### src/rtl/video_stream_pkg.sv
// Shared types and helpers for the AXI4-Stream video sources, filters and checkers.
package video_stream_pkg;

    typedef enum logic [1:0] {
        PAT_XRAMP   = 2'd0,
        PAT_YRAMP   = 2'd1,
        PAT_CHECKER = 2'd2,
        PAT_CONST   = 2'd3
    } pat_mode_t;

    typedef enum logic [1:0] {
        ST_IDLE   = 2'd0,
        ST_ACTIVE = 2'd1,
        ST_HBLANK = 2'd2,
        ST_DONE   = 2'd3
    } state_t;

    // Bits needed to count 0..n-1, never less than one.
    function automatic int cnt_width(input int n);
        return (n <= 2) ? 1 : $clog2(n);
    endfunction

endpackage

### src/rtl/axis_pattern_pixel.sv
// Combinational test-pattern pixel for coordinate (x, y); shared by the generator and frame checkers.
module axis_pattern_pixel
    import video_stream_pkg::*;
#(
    parameter int P_DAT_WIDTH = 8,
    parameter int P_X_WIDTH   = 8,
    parameter int P_Y_WIDTH   = 8
) (
    input  pat_mode_t              mode,
    input  logic [P_X_WIDTH-1:0]   x,
    input  logic [P_Y_WIDTH-1:0]   y,
    input  logic [P_DAT_WIDTH-1:0] const_val,
    output logic [P_DAT_WIDTH-1:0] pixel
);

    logic x_b3;
    logic y_b3;

    // Bit 3 of each coordinate, reading as 0 when the counter is narrower than four bits.
    assign x_b3 = 1'(x >> 3);
    assign y_b3 = 1'(y >> 3);

    always_comb begin
        pixel = '0;
        case (mode)
            PAT_XRAMP:   pixel = P_DAT_WIDTH'(x);
            PAT_YRAMP:   pixel = P_DAT_WIDTH'(y);
            PAT_CHECKER: pixel = (x_b3 ^ y_b3) ? '1 : '0;
            PAT_CONST:   pixel = const_val;
            default:     pixel = '0;
        endcase
    end

endmodule

### src/rtl/axis_video_pattern_gen.sv
// AXI4-Stream video pattern source: SOF on tuser, EOL on tlast, blanking between lines.
// Define PATGEN_STALL_CNT_EN to add the o_stall_cnt backpressure counter output.
module axis_video_pattern_gen
    import video_stream_pkg::*;
#(
    parameter int P_DAT_WIDTH  = 8,
    parameter int P_IMG_WIDTH  = 200,
    parameter int P_IMG_HEIGHT = 200,
    parameter int P_BLK_CYCLE  = 30
) (
    input  logic                   i_clk,
    input  logic                   i_rstn,
    input  logic                   i_start,
    input  logic                   i_cont,
    input  logic [1:0]             i_mode,
    input  logic [P_DAT_WIDTH-1:0] i_const,
    output logic                   o_busy,
    output logic                   o_frame_done,
    output logic [P_DAT_WIDTH-1:0] o_maxis_tdata,
    output logic                   o_maxis_tvalid,
    input  logic                   i_maxis_tready,
    output logic                   o_maxis_tuser,
    output logic                   o_maxis_tlast,
`ifdef PATGEN_STALL_CNT_EN
    output logic [31:0]            o_stall_cnt,
`endif
    output state_t                 o_dbg_state
);

    localparam int XW = cnt_width(P_IMG_WIDTH);
    localparam int YW = cnt_width(P_IMG_HEIGHT);
    localparam int BW = cnt_width(P_BLK_CYCLE + 1);

    localparam logic [XW-1:0] X_LAST = XW'(P_IMG_WIDTH - 1);
    localparam logic [YW-1:0] Y_LAST = YW'(P_IMG_HEIGHT - 1);
    localparam logic [BW-1:0] B_LAST = BW'((P_BLK_CYCLE > 0) ? P_BLK_CYCLE - 1 : 0);

    state_t                 state;
    logic [XW-1:0]          x;
    logic [YW-1:0]          y;
    logic [BW-1:0]          blk_cnt;
    pat_mode_t              mode_q;
    logic [P_DAT_WIDTH-1:0] const_q;
    logic [P_DAT_WIDTH-1:0] tdata;
    logic                   tvalid;
    logic                   tuser;
    logic                   tlast;
    logic                   busy;
    logic                   frame_done;

    // Coordinates and settings of the beat that will be loaded into the output register next.
    pat_mode_t              ld_mode;
    logic [P_DAT_WIDTH-1:0] ld_const;
    logic [XW-1:0]          ld_x;
    logic [YW-1:0]          ld_y;
    logic [P_DAT_WIDTH-1:0] ld_pixel;

    always_comb begin
        ld_mode  = mode_q;
        ld_const = const_q;
        ld_x     = x;
        ld_y     = y;
        case (state)
            ST_IDLE, ST_DONE: begin
                ld_mode  = pat_mode_t'(i_mode);
                ld_const = i_const;
                ld_x     = '0;
                ld_y     = '0;
            end
            ST_ACTIVE: begin
                if (x == X_LAST) begin
                    ld_x = '0;
                    ld_y = y + 1'b1;
                end else begin
                    ld_x = x + 1'b1;
                end
            end
            ST_HBLANK: ld_x = '0;
            default: ld_x = '0;
        endcase
    end

    axis_pattern_pixel #(
        .P_DAT_WIDTH (P_DAT_WIDTH),
        .P_X_WIDTH   (XW),
        .P_Y_WIDTH   (YW)
    ) u_pixel (
        .mode      (ld_mode),
        .x         (ld_x),
        .y         (ld_y),
        .const_val (ld_const),
        .pixel     (ld_pixel)
    );

    // Handshake: a beat moves on tvalid & tready; while tvalid=1 and tready=0 the beat
    // (tdata/tuser/tlast) is held and tvalid stays high until it is taken.
    always_ff @(posedge i_clk or negedge i_rstn) begin
        if (!i_rstn) begin
            state      <= ST_IDLE;
            x          <= '0;
            y          <= '0;
            blk_cnt    <= '0;
            mode_q     <= PAT_XRAMP;
            const_q    <= '0;
            tdata      <= '0;
            tvalid     <= 1'b0;
            tuser      <= 1'b0;
            tlast      <= 1'b0;
            busy       <= 1'b0;
            frame_done <= 1'b0;
        end else begin
            frame_done <= 1'b0;
            case (state)
                ST_IDLE: begin
                    if (i_start) begin
                        mode_q  <= ld_mode;
                        const_q <= ld_const;
                        x       <= '0;
                        y       <= '0;
                        tdata   <= ld_pixel;
                        tvalid  <= 1'b1;
                        tuser   <= 1'b1;
                        tlast   <= 1'b0;
                        busy    <= 1'b1;
                        state   <= ST_ACTIVE;
                    end
                end
                ST_ACTIVE: begin
                    if (i_maxis_tready) begin
                        tuser <= 1'b0;
                        if (x != X_LAST) begin
                            x     <= ld_x;
                            tdata <= ld_pixel;
                            tlast <= (ld_x == X_LAST);
                        end else begin
                            x     <= '0;
                            tlast <= 1'b0;
                            if (y != Y_LAST) begin
                                y <= ld_y;
                                if (P_BLK_CYCLE == 0) begin
                                    tdata <= ld_pixel;
                                end else begin
                                    tvalid  <= 1'b0;
                                    blk_cnt <= '0;
                                    state   <= ST_HBLANK;
                                end
                            end else begin
                                tvalid     <= 1'b0;
                                frame_done <= 1'b1;
                                state      <= ST_DONE;
                            end
                        end
                    end
                end
                ST_HBLANK: begin
                    if (blk_cnt == B_LAST) begin
                        tdata  <= ld_pixel;
                        tvalid <= 1'b1;
                        tuser  <= 1'b0;
                        tlast  <= 1'b0;
                        state  <= ST_ACTIVE;
                    end else begin
                        blk_cnt <= blk_cnt + 1'b1;
                    end
                end
                ST_DONE: begin
                    y <= '0;
                    if (i_cont) begin
                        mode_q  <= ld_mode;
                        const_q <= ld_const;
                        tdata   <= ld_pixel;
                        tvalid  <= 1'b1;
                        tuser   <= 1'b1;
                        tlast   <= 1'b0;
                        state   <= ST_ACTIVE;
                    end else begin
                        busy  <= 1'b0;
                        state <= ST_IDLE;
                    end
                end
                default: state <= ST_IDLE;
            endcase
        end
    end

`ifdef PATGEN_STALL_CNT_EN
    logic [31:0] stall_cnt;

    always_ff @(posedge i_clk or negedge i_rstn) begin
        if (!i_rstn) begin
            stall_cnt <= '0;
        end else if (state == ST_IDLE && i_start) begin
            stall_cnt <= '0;
        end else if (tvalid && !i_maxis_tready && stall_cnt != 32'hFFFF_FFFF) begin
            stall_cnt <= stall_cnt + 32'd1;
        end
    end

    assign o_stall_cnt = stall_cnt;
`endif

    assign o_busy         = busy;
    assign o_frame_done   = frame_done;
    assign o_maxis_tdata  = tdata;
    assign o_maxis_tvalid = tvalid;
    assign o_maxis_tuser  = tuser;
    assign o_maxis_tlast  = tlast;
    assign o_dbg_state    = state;

endmodule
### config.mk
export PLATFORM = sky130hd
export DESIGN_NAME = axis_video_pattern_gen
export DESIGN_NICKNAME = d
export VERILOG_FILES = /design/src/rtl/video_stream_pkg.sv /design/src/rtl/axis_pattern_pixel.sv /design/src/rtl/axis_video_pattern_gen.sv
export SDC_FILE = /design/constraint.sdc
export NUM_CORES = 1
export LEC_CHECK = 0
export CAP_MARGIN = 40
export CORE_MARGIN = 2
export CORE_UTILIZATION = 55
export DETAILED_ROUTE_END_ITERATION = 8
export GPL_ROUTABILITY_DRIVEN = 1
export GPL_TIMING_DRIVEN = 0
export HOLD_SLACK_MARGIN = 0.08
export PLACE_DENSITY_LB_ADDON = 0.1
export SKIP_LAST_GASP = 1
export SLEW_MARGIN = 10
export SYNTH_ARGS = -nofsm -noshare
export SYNTH_HDL_FRONTEND = slang
export SYNTH_SLANG_ARGS = --single-unit
### constraint.sdc
create_clock -name i_clk -period 2.73 [get_ports i_clk]
set_input_delay 0.273 -clock i_clk [delete_from_list [all_inputs] [get_ports i_clk]]
set_output_delay 0.273 -clock i_clk [all_outputs]
set_load 0.03 [all_outputs]
==> Word-level counts from Yosys, hierarchy flattened <==
Cells that the tools add are included.
{ "op_classes": {"n_mux": 60, "n_bitwise": 1, "n_addsub": 3, "reduce_logical": 17, "n_eq_ne": 20} }
{ "ops": {"columns": ["op", "count"], "rows": [
  ["2-to-1 mux 8 bit", 17],
  ["case mux 8 bit (2 select lines)", 4],
  ["case mux 8 bit (4 select lines)", 2],
  ["case mux 8 bit (3 select lines)", 1],
  ["2-to-1 mux 5 bit", 4],
  ["AND reduction 5 bit", 4],
  ["2-to-1 mux 1 bit", 18],
  ["!= test 2 bit, second input constant", 9],
  ["adder 8 x 1 -> 8 bit, second input constant", 2],
  ["== test 8 bit, second input constant", 2],
  ["!= test 8 bit, second input constant", 2],
  ["2-to-1 mux 2 bit", 7],
  ["case mux 1 bit (4 select lines)", 3],
  ["case mux 5 bit (2 select lines)", 1],
  ["AND reduction 3 bit", 3],
  ["== test 2 bit, second input constant", 4],
  ["case mux 2 bit (4 select lines)", 1],
  ["AND reduction 4 bit", 2],
  ["nonzero test 2 bit", 3],
  ["adder 5 x 1 -> 5 bit, second input constant", 1],
  ["== test 5 bit, second input constant", 1],
  ["== test 2 x 1 -> 1 bit, second input constant", 2],
  ["zero test 2 bit", 2],
  ["case mux 2 bit (2 select lines)", 1],
  ["other kinds (5)", 5]
]} }
{ "totals": {"out_inout_bits": 15, "regBits": 46, "word_cells": 113} }

==> Depth between registers and ports, before layout <==
Gate-level depths: netlist (run 1).
{ "logic_depth": {"depth_word": 9, "mapped_depth": 9} }

==> Cells and area by module <==
From an unflattened synthesis (run 1), not the netlist that was laid out.
{ "hier_totals": {"cells_unflattened": 299, "area_unflattened_um2": 3044.2} }
{ "modules_own_cells": {"columns": ["mod", "n_inst", "cells_each", "area_each_um2", "seq_area_each_um2"], "rows": [
  ["axis_video_pattern_gen", 1, 283, 2821.5, 1151.1],
  ["axis_pattern_pixel", 1, 16, 222.7, 0.0]
]} }

==> Worst setup path after synthesis (run 1) <==
No wires, ideal clock.
{ "synth_timing": {"path_kind": "register to register", "from": "reg state[0], in the netlist o_dbg_state[0]", "to": "reg tdata[7], in the netlist o_maxis_tdata[7]", "setup_slack_ns": 0.411, "arrival_time_ns": 2.186, "stages_incl_launch_ff": 9, "synth_period_minus_slack_ns": 2.319, "setup_ns": 0.133, "cell_sequence": "dfrtp_1 inv_1 ha_1 buf_2 nand3b_1 or3_1 o311a_1 a211oi_1 a221oi_2"} }
{ "synth_between": {"elab_chain_cells": 9} }
{ "synth_lines": {"columns": ["element", "line", "rtl"], "rows": [
  ["start, declared", "axis_video_pattern_gen.sv:38", "state_t state;"],
  ["start signal, assigned", "axis_video_pattern_gen.sv:99", "state <= ST_IDLE;"],
  ["start signal, assigned", "axis_video_pattern_gen.sv:125", "state <= ST_ACTIVE;"],
  ["start signal, assigned", "axis_video_pattern_gen.sv:145", "state <= ST_HBLANK;"],
  ["== test 2 bit or zero test 2 bit (tied branches)", "axis_video_pattern_gen.sv:63, axis_video_pattern_gen.sv:113", null],
  ["OR reduction 3 bit (no line) or OR reduction 2 bit (tied branches)", null, null],
  ["case mux 8 bit (2 select lines)", "axis_video_pattern_gen.sv:63", "case (state)"],
  ["XOR 1 bit", "axis_pattern_pixel.sv:28", "PAT_CHECKER: pixel = (x_b3 ^ y_b3) ? '1 : '0;"],
  ["2-to-1 mux 8 bit", "axis_pattern_pixel.sv:28", null],
  ["case mux 8 bit (4 select lines)", "axis_pattern_pixel.sv:25", "case (mode)"],
  ["2-to-1 mux 8 bit", "axis_video_pattern_gen.sv:131", "if (x != X_LAST) begin"],
  ["2-to-1 mux 8 bit", "axis_video_pattern_gen.sv:129", "if (i_maxis_tready) begin"],
  ["case mux 8 bit (4 select lines)", "axis_video_pattern_gen.sv:113", "case (state)"],
  ["end signal, assigned", "axis_video_pattern_gen.sv:120", "tdata <= ld_pixel;"],
  ["end signal, assigned", "axis_video_pattern_gen.sv:133", "tdata <= ld_pixel;"],
  ["end signal, assigned", "axis_video_pattern_gen.sv:141", "tdata <= ld_pixel;"],
  ["end, declared", "axis_video_pattern_gen.sv:44", "logic [P_DAT_WIDTH-1:0] tdata;"]
]} }
Several ways; a longest one is shown, not always the timed one. The select of a mux whose other input is x is not followed.
A chain may end at the register's enable or synchronous reset.

==> Worst setup path after layout (run 1) <==
{ "layout_timing": {"from": "reg state[0], in the netlist o_dbg_state[0]", "to": "reg tdata[6], in the netlist o_maxis_tdata[6]"} }
The elaborated chain is that of the path after synthesis.

==> qor.yml, run 1 <==
status: "finished, final reports clean"
clkLatencyLatePin_ns: 0.30
io_buffers: 29
grt_usage_pct: 27.53
critPathBufInv: 2
post-dp-hpwl_mm: 5.931
antenna_found_initial: 0
place_ws_ns: 0.2252
rsz0062_at_grt: "false"
first_pass_iters: 5
synth_edf_count: 0
viasPerCell: 6.416
hp-class: "in -> async"
synthTopCellsByArea: "dfrtp_1 (37%), o21ai_0 (5.0%), mux2_2 (4.3%), mux2i_1 (3.8%), nand2_1 (3.7%)"
post-cts-setup-buffers: 0
diodes: 0
fmaxAchievable_mhz: 400.2
ir_drop_mv: 0.6403
cap_violations: 0
fin_crit_sh_pct: 91.53
setup_slack_ns: 0.2313
p_leak_uw: 0.001445
syn-num-nets: 363
fin_skew_ns: 0.006586
gp_congestion: 0.8825
cts_tree: "built"
layout.nets: 401
dpl_cell_area_um2: 3523
area_growth_pct: 16.60
drv_slew: 0
floorplan.initialDensity_pct: 56.81
ys_types: 64
setup_viol: 0
netlist_area_um2: 3128
crit_required_ns: 2.90
power.density_nw_per_um2: 1074
synth_top_cell_by_area: "dfrtp_1"
ys_async_sr_fraction_pct: 100.0
cts_buffer_depth: 2
slew_headroom_pct: 57.25
worstPathMaxFanout: 8
path_class: "reg -> reg"
final_cell_area_um2: 3647
postSynthCellCount: 339
htreeDepth: 2
die_area_um2: 6307
ys_ff_latch: 46
critPathTopFamily: "compound AO/OA/AOI/OAI gates"
multiInputGateArea_um2: 1849
synth_flop_cell: "dfrtp_1"
clockRootBuffer: "clkbuf_8"
die_y_um: 79.42
rows: 27
grt_pass1_vias: 2757
finalPower_uw: 3917
globalRouteOverflowTotal: 0
critPathLaunchType: "register"
fin_setup_tns_ns: 0
drive_gt1_share_pct: 11.64
fin_crit_ns: 2.499
drtIter0Drc: 217
core_area_um2: 5507
synth_most_common_cell: "dfrtp_1"
final_hold_viol_count: 0
yosysSeqAreaShare_pct: 36.80
clkTransAtPathRegs_ns: 0.09
tightest_slew_ns: 0.6393
drtAntennaViolNets: 0
clock-sinks: 46
slowest_stage: "mux2i_1"
syn-mean-instance-area_um2: 9.227
finalWirelength_mm: 8.104
fillCellCount: 479
grt_pass1_wl_mm: 13.54
yosys_warnings: 0
cp.arrival_ns: 2.67
yosys-top-cells-count: "dfrtp_1 (46), nand2_1 (31), o21ai_0 (31)"
regArea_um2: 1151
ios: 30
vias: 2887
cts_buffers: 5
cp_slowest_stage_delay_ns: 0.54
yosys.area.top_type_share_pct: 36.80
drt-wirelength-per-cell_um: 18.01
drc: 0
grt_max_degree: 26
endpoint_kind: "register"
path_cells: "inv_1, ha_1, buf_2, mux2i_1, nor2_1, a221oi_1, a211oi_1"
die_w_um: 79.42
==> registers in the layout, indices dropped and copies added (netlist names) <==
name            flops
blk_cnt             5
const_q             8
mode_q              2
o_busy              1
o_dbg_state         2
o_frame_done        1
o_maxis_tdata       8
o_maxis_tlast       1
o_maxis_tuser       1
o_maxis_tvalid      1
x                   8
y                   8
==> report_power, final <==
part / switching [uW] / total [uW] / internal [uW]
clock: 240 / 513 / 273
combinational: 1390 / 2340 / 947
sequential: 160 / 1060 / 905
==> final timing paths <==
check	start	endpoint	slack [ns]	depth (start not counted)
setup / recovery	o_dbg_state[0]$_DFFE_PN0P_	o_maxis_tdata[6]$_DFFE_PN0P_	0.23	7
hold / removal	i_rstn	y[4]$_DFFE_PN0P_	0.47	2
setup reg to reg	o_dbg_state[0]$_DFFE_PN0P_	o_maxis_tdata[6]$_DFFE_PN0P_	0.23	7
hold reg to reg	o_maxis_tuser$_DFFE_PN0P_	o_maxis_tuser$_DFFE_PN0P_	0.49	2
max in group asynchronous	i_rstn	o_dbg_state[1]$_DFFE_PN0P_	1.73	3
min in group i_clk	o_maxis_tuser$_DFFE_PN0P_	o_maxis_tuser$_DFFE_PN0P_	0.49	2
==> layout by cell type (no fill, tap or decap), drive strengths merged, types with 7 or more instances in the layout <==
cell,synthesis,final
nor2,19,19
dfrtp,46,46
o21ai,34,34
mux2,13,13
inv,7,7
nand3,14,14
a21oi,10,10
buf,13,15
mux2i,12,12
clkdlybuf4s50,0,28
nand2,31,31
a211oi,7,7
nand2b,8,8
nor3,15,15
ha,9,9
clkbuf,6,12
==> cell type report <==
cell class / count / share of cell area, %
Tap cell: 72 / 2.470
Inverter: 8 / 0.8233
Sequential cell: 46 / 31.56
Clock inverter: 2 / 1.029
Clock buffer: 6 / 1.990
Timing Repair Buffer: 31 / 8.645
Buffer: 19 / 2.779
Multi-Input combinational cell: 266 / 50.70
==> metal layers <==
layer	track usage (%)	share of wire, %
met1	39.07	46
met2	43.05	47
met3	4.864	5.8
met4	8.448	1.8
met5	0	0
==> timing repair <==
item	in CTS	in global routing
hold buffers	1	0
endpoints found under the setup margin	0	3
gates resized for setup	0	1
hold endpoints to repair	21	0
==> stage by stage <==
step / util [%] / hold slack, ns / instances
final: 66.23 / 0.4688 / 450
after global routing: 66.23 / 0.5112 / 450
after CTS: 66.17 / 0.4914 / 450
after detailed placement: 63.99 / 0.2840 / 441
after global placement: 63.71 / 0.4615 / 440
after floorplan: - / -0.02259 / 339
==> logic make-up after synthesis <==
kind of cell,synth area share (%)
adders and majority gates,3.600
and+or+nand+nor,24.56
DFF,36.80
xor gates and xnor gates,1.960
AOI/OAI and AO/OA,20.36
buffers and inverters,4.200
muxes,8.520
No activity file was read; power rests on OpenSTA's default activity.
==> run 2, diff against run 1 <==
--- a/config.mk
+++ b/config.mk
@@ -11,7 +11,7 @@
 export DETAILED_ROUTE_END_ITERATION = 8
 export GPL_ROUTABILITY_DRIVEN = 1
 export GPL_TIMING_DRIVEN = 0
-export HOLD_SLACK_MARGIN = 0.08
+export HOLD_SLACK_MARGIN = 0.06
 export PLACE_DENSITY_LB_ADDON = 0.1
 export SKIP_LAST_GASP = 1
 export SLEW_MARGIN = 10
==> constraint.sdc (replaced) <==
create_clock -name i_clk -period 2.73 [get_ports i_clk]
set_input_delay 0.273 -clock i_clk [delete_from_list [all_inputs] [get_ports i_clk]]
set_output_delay 0.273 -clock i_clk [all_outputs]
set_load 0.005 [all_outputs]
==> results of run 2 <==
Same layout as run 1 (identical final DEF). Status: finished, final reports clean.
Main changes from that run: total power 3917 uW -> 3748 uW; worst IR drop on VDD 0.6403 mV -> 0.6369 mV
==> run 3, diff against run 2 <==
==> constraint.sdc (replaced) <==
create_clock -name i_clk -period 3 [get_ports i_clk]
set_input_delay 0.3 -clock i_clk [delete_from_list [all_inputs] [get_ports i_clk]]
set_output_delay 0.3 -clock i_clk [all_outputs]
set_load 0.005 [all_outputs]
==> qor.yml, run 3 (synthesis gave the netlist of run 1 again) <==
cap_violations: 0  # unchanged
vias: 2865  # -0.76%
final_hold_viol_count: 0  # unchanged
fillCellCount: 481  # +0.42%
core_area_um2: 5507  # unchanged
grt_max_degree: 26  # unchanged
layout_commonest_cell: "dfrtp_1"
critPathLaunchType: "register"
fin_crit_ns: 2.601  # +0.1025 ns
multiInputGateArea_um2: 1846  # -0.20%
finalWirelength_mm: 8.033  # -0.88%
fin_setup_tns_ns: 0  # unchanged
setup_viol: 0  # unchanged
die_y_um: 79.42  # unchanged
htreeDepth: 2  # unchanged
fin_crit_sh_pct: 86.71  # -4.8 points
crit_required_ns: 3.17  # +0.27 ns
clkLatencyLatePin_ns: 0.30  # about the same
drive_gt1_share_pct: 11.38  # -0.26 points
path_class: "reg -> reg"
die_w_um: 79.42  # unchanged
cts_tree: "built"
clock-sinks: 46  # unchanged
grt_usage_pct: 27.53  # unchanged
die_area_um2: 6307  # unchanged
endpoint_kind: "register"
hold_ws_ns: 0.4884  # +0.01964 ns
hp-class: "reg -> reg"
ios: 30  # unchanged
drtAntennaViolNets: 0  # unchanged
cts_hold_buf: 1  # unchanged
grt_pass1_vias: 2757  # unchanged
fmaxAchievable_mhz: 384.4  # -3.9%
slew_headroom_pct: 54.13  # -3.1 points
area_growth_pct: 16.48
tightest_slew_ns: 0.6689  # +0.02964 ns
viasPerCell: 6.367  # -0.76%
diodes: 0  # unchanged
rows: 27  # unchanged
clockRootBuffer: "clkbuf_8"
floorplan.initialDensity_pct: 56.81  # unchanged
final_cell_mix: "dfrtp_1 (46), nand2_1 (31), o21ai_0 (31)"
power.density_nw_per_um2: 931.3
fin_skew_ns: 0.006263  # -0.0003230 ns
io_buffers: 29  # unchanged
post-cts-setup-buffers: 0  # unchanged
cp.arrival_ns: 2.77  # +0.10 ns
cts_resized: 0  # unchanged
clkTransAtPathRegs_ns: 0.09  # about the same
rsz0062_at_grt: "false"
layout.nets: 401  # unchanged
p_leak_uw: 0.001447  # +0.12%
first_pass_iters: 5  # unchanged
status: "finished, final reports clean"
grt_pass1_wl_mm: 13.54  # unchanged
antenna_found_initial: 0  # unchanged
cts_buffers: 5  # unchanged
drtIter0Drc: 230  # +6.0%
cts_buffer_depth: 2  # unchanged
drt-wirelength-per-cell_um: 17.85  # -0.88%
gp_congestion: 0.8825  # unchanged
drv_slew: 0  # unchanged
post-dp-hpwl_mm: 5.931  # unchanged
worstPathMaxFanout: 9  # +1
regArea_um2: 1151  # unchanged
ir_drop_mv: 0.5778
drc: 0  # unchanged
globalRouteOverflowTotal: 0  # unchanged
## run 3: cell counts in the layout (fill, tap and decap cells not counted)
Identical to the previous run, type by type.
## run 3: power by group
group | leakage, uW | total [uW] | internal [uW] | switching (uW)
registers | 0.000584 | 968 | 824 | 145
logic | 0.000812 | 1950 | 854 | 1100
clock network | 0.0000514 | 470 | 249 | 221
total | 0.00145 | 3390 | 1930 | 1470
## run 3: final cells by class
class	instances	share of cell area, %
inverter	8	0.8242
clock inverter	2	1.030
sequential	46	31.59
multi-input combinational	266	50.65
clock buffer	6	1.992
timing repair buffer	31	8.654
buffer	19	2.782
tap	72	2.473
## run 3: worst max-delay path: stages (launching register included)
cell	delay (ns)
dfrtp_1	0.47
inv_1	0.10
ha_1	0.28
buf_2	0.20
mux2i_1	0.61
nor2_1	0.24
a221oi_1	0.43
a211oi_1	0.14
## run 3: routing by layer
metal / track usage (%) / share of wire (%) / up-vias
met5: 0 / 0 / -
met4: 8.448 / 1.4 / 0
met3: 4.864 / 5.7 / 13
met2: 43.05 / 47 / 109
met1: 39.07 / 46 / 1378
li1: - / - / 1365
## run 3: through the flow
stage | setup WS, ns | power, uW | utilization (%) | std cells | area, um2
final | 0.3987 | 3393 | 66.17 | 450 | 3643
after floorplan | 0.8735 | 2311 | - | 339 | 3128
after global placement | 0.2891 | 2861 | 63.71 | 440 | 3508
after global routing | 0.2036 | 3675 | 66.17 | 450 | 3643
after CTS | 0.4794 | 3384 | 66.17 | 450 | 3643
after detailed placement | 0.4952 | 2906 | 63.99 | 441 | 3523
## run 3: worst paths after layout
check                                                start                      endpoint  slack (ns)  cells after the start
worst min register to register   o_maxis_tuser$_DFFE_PN0P_     o_maxis_tuser$_DFFE_PN0P_        0.49                      2
worst max register to register  o_dbg_state[0]$_DFFE_PN0P_  o_maxis_tdata[6]$_DFFE_PN0P_        0.40                      7
min in group asynchronous                           i_rstn              y[4]$_DFFE_PN0P_        0.50                      2
worst max-delay path            o_dbg_state[0]$_DFFE_PN0P_  o_maxis_tdata[6]$_DFFE_PN0P_        0.40                      7
max in group asynchronous                           i_rstn    o_dbg_state[1]$_DFFE_PN0P_        1.98                      3
worst min-delay path             o_maxis_tuser$_DFFE_PN0P_     o_maxis_tuser$_DFFE_PN0P_        0.49                      2
==> edit, RTL diff (settings of run 1) <==
Add a define of `PATGEN_STALL_CNT_EN`.
--- a/src/rtl/axis_video_pattern_gen.sv
+++ b/src/rtl/axis_video_pattern_gen.sv
@@ -1,5 +1,7 @@
 // AXI4-Stream video pattern source: SOF on tuser, EOL on tlast, blanking between lines.
 // Define PATGEN_STALL_CNT_EN to add the o_stall_cnt backpressure counter output.
+`define PATGEN_STALL_CNT_EN
+
 module axis_video_pattern_gen
     import video_stream_pkg::*;
 #(
Check against the original RTL (old outputs only; new: o_stall_cnt): equivalent (Yosys induction, for registers that start in step).
==> edit against run 1 <==
Critical path depth is the same; final area is 64% higher; clock skew grew 0.0032 ns; synthesized area rose by 57%; wire length grew 61%; total power grew 36%; setup slack got worse by 0.093 ns; sequential cell count is 32 higher; critical endpoint is now x[3].
==> edit: results <==
set metrics [dict create \
    outcome "finished clean" \
    gp_congestion 0.953 \
    share_seq_of_total_power_pct 30.0 \
    grt_start_max_net_pins 46 \
    postSynthAreaPerCell_um2 9.23 \
    post_synth_main_area_contributors "dfrtp_1, a21oi_1, nand2_1" \
    power.ir.vdd_worst_uv 683 \
    detail_route.wl_per_cell_um 18.0 \
    nonClockInverterCount 10 \
    static-leakage-power_nw 2.33 \
    critical_path.max_fanout 10 \
    source_of_the_worst_register_to_register_timing_path "o_dbg_state[1]" \
    seq_share_pct 32.7 \
    n_multi_input_combinational_cell 417 \
    cts_made_buffers 9 \
    finClkSkew_ns 0.00978 \
    synth.distinct_cells 68 \
    ys_seq_area_share_pct 39.7 \
    clock_buffer_cells 10 \
    final_cells 724 \
    placed_cells_incl_taps 702 \
    placed_cell_area_um2 5680 \
    total_of_buffers_placed_on_input_and_output_ports 61 \
    area_share_clock_buf_inv_pct 3.58 \
    reg2reg_to "x[3]" \
    route.vias.total 4678 \
    proportion_of_cell_area_occupied_by_multi_input_gates_pct 46.7 \
    final_period_minus_worst_setup_slack_ns 2.59 \
    syn-num-nets 557 \
    fp.coreArea_um2 8680 \
    powerComb_w 0.00277 \
    placement.setup.worst_slack_ns 0.100 \
    data_arrival_critical_path_ns 2.83 \
    grtUsageTotal_pct 26.9 \
]
==> edit: changes by cell type after synthesis, moves of 14 or more <==
cell            run 1  this run
dfrtp_1            46        78
a21oi_1            10        41
nand2_1            31        48
nand3_1            14        29
or4_1               1        16
o31ai_1             3        17
or3_1               3        17
==> edit: kinds of logic (layout without fill, tap and decap cells) <==
family                   after synthesis  count (layout)  share of synthesized area, %
XOR/XNOR                              11              11                          1.96
flip-flops                            78              78                          39.7
buffers and inverters                 37             121                          3.85
AO/OA/AOI/OAI                        151             151                          20.4
adder cells (fa/ha/maj)               10              10                          2.55
AND/OR/NAND/NOR                      215             215                          25.0
multiplexers                          30              30                          6.50
==> edit: routing by layer <==
metal	wire, um	vias up	part of all wire [%]	global-route usage (%)
met5	0	-	0	0
met4	262	0	2.0	10.2
met3	622	22	4.8	4.33
met2	6510	151	50	46.0
met1	5620	2308	43	34.4
li1	-	2197	-	-
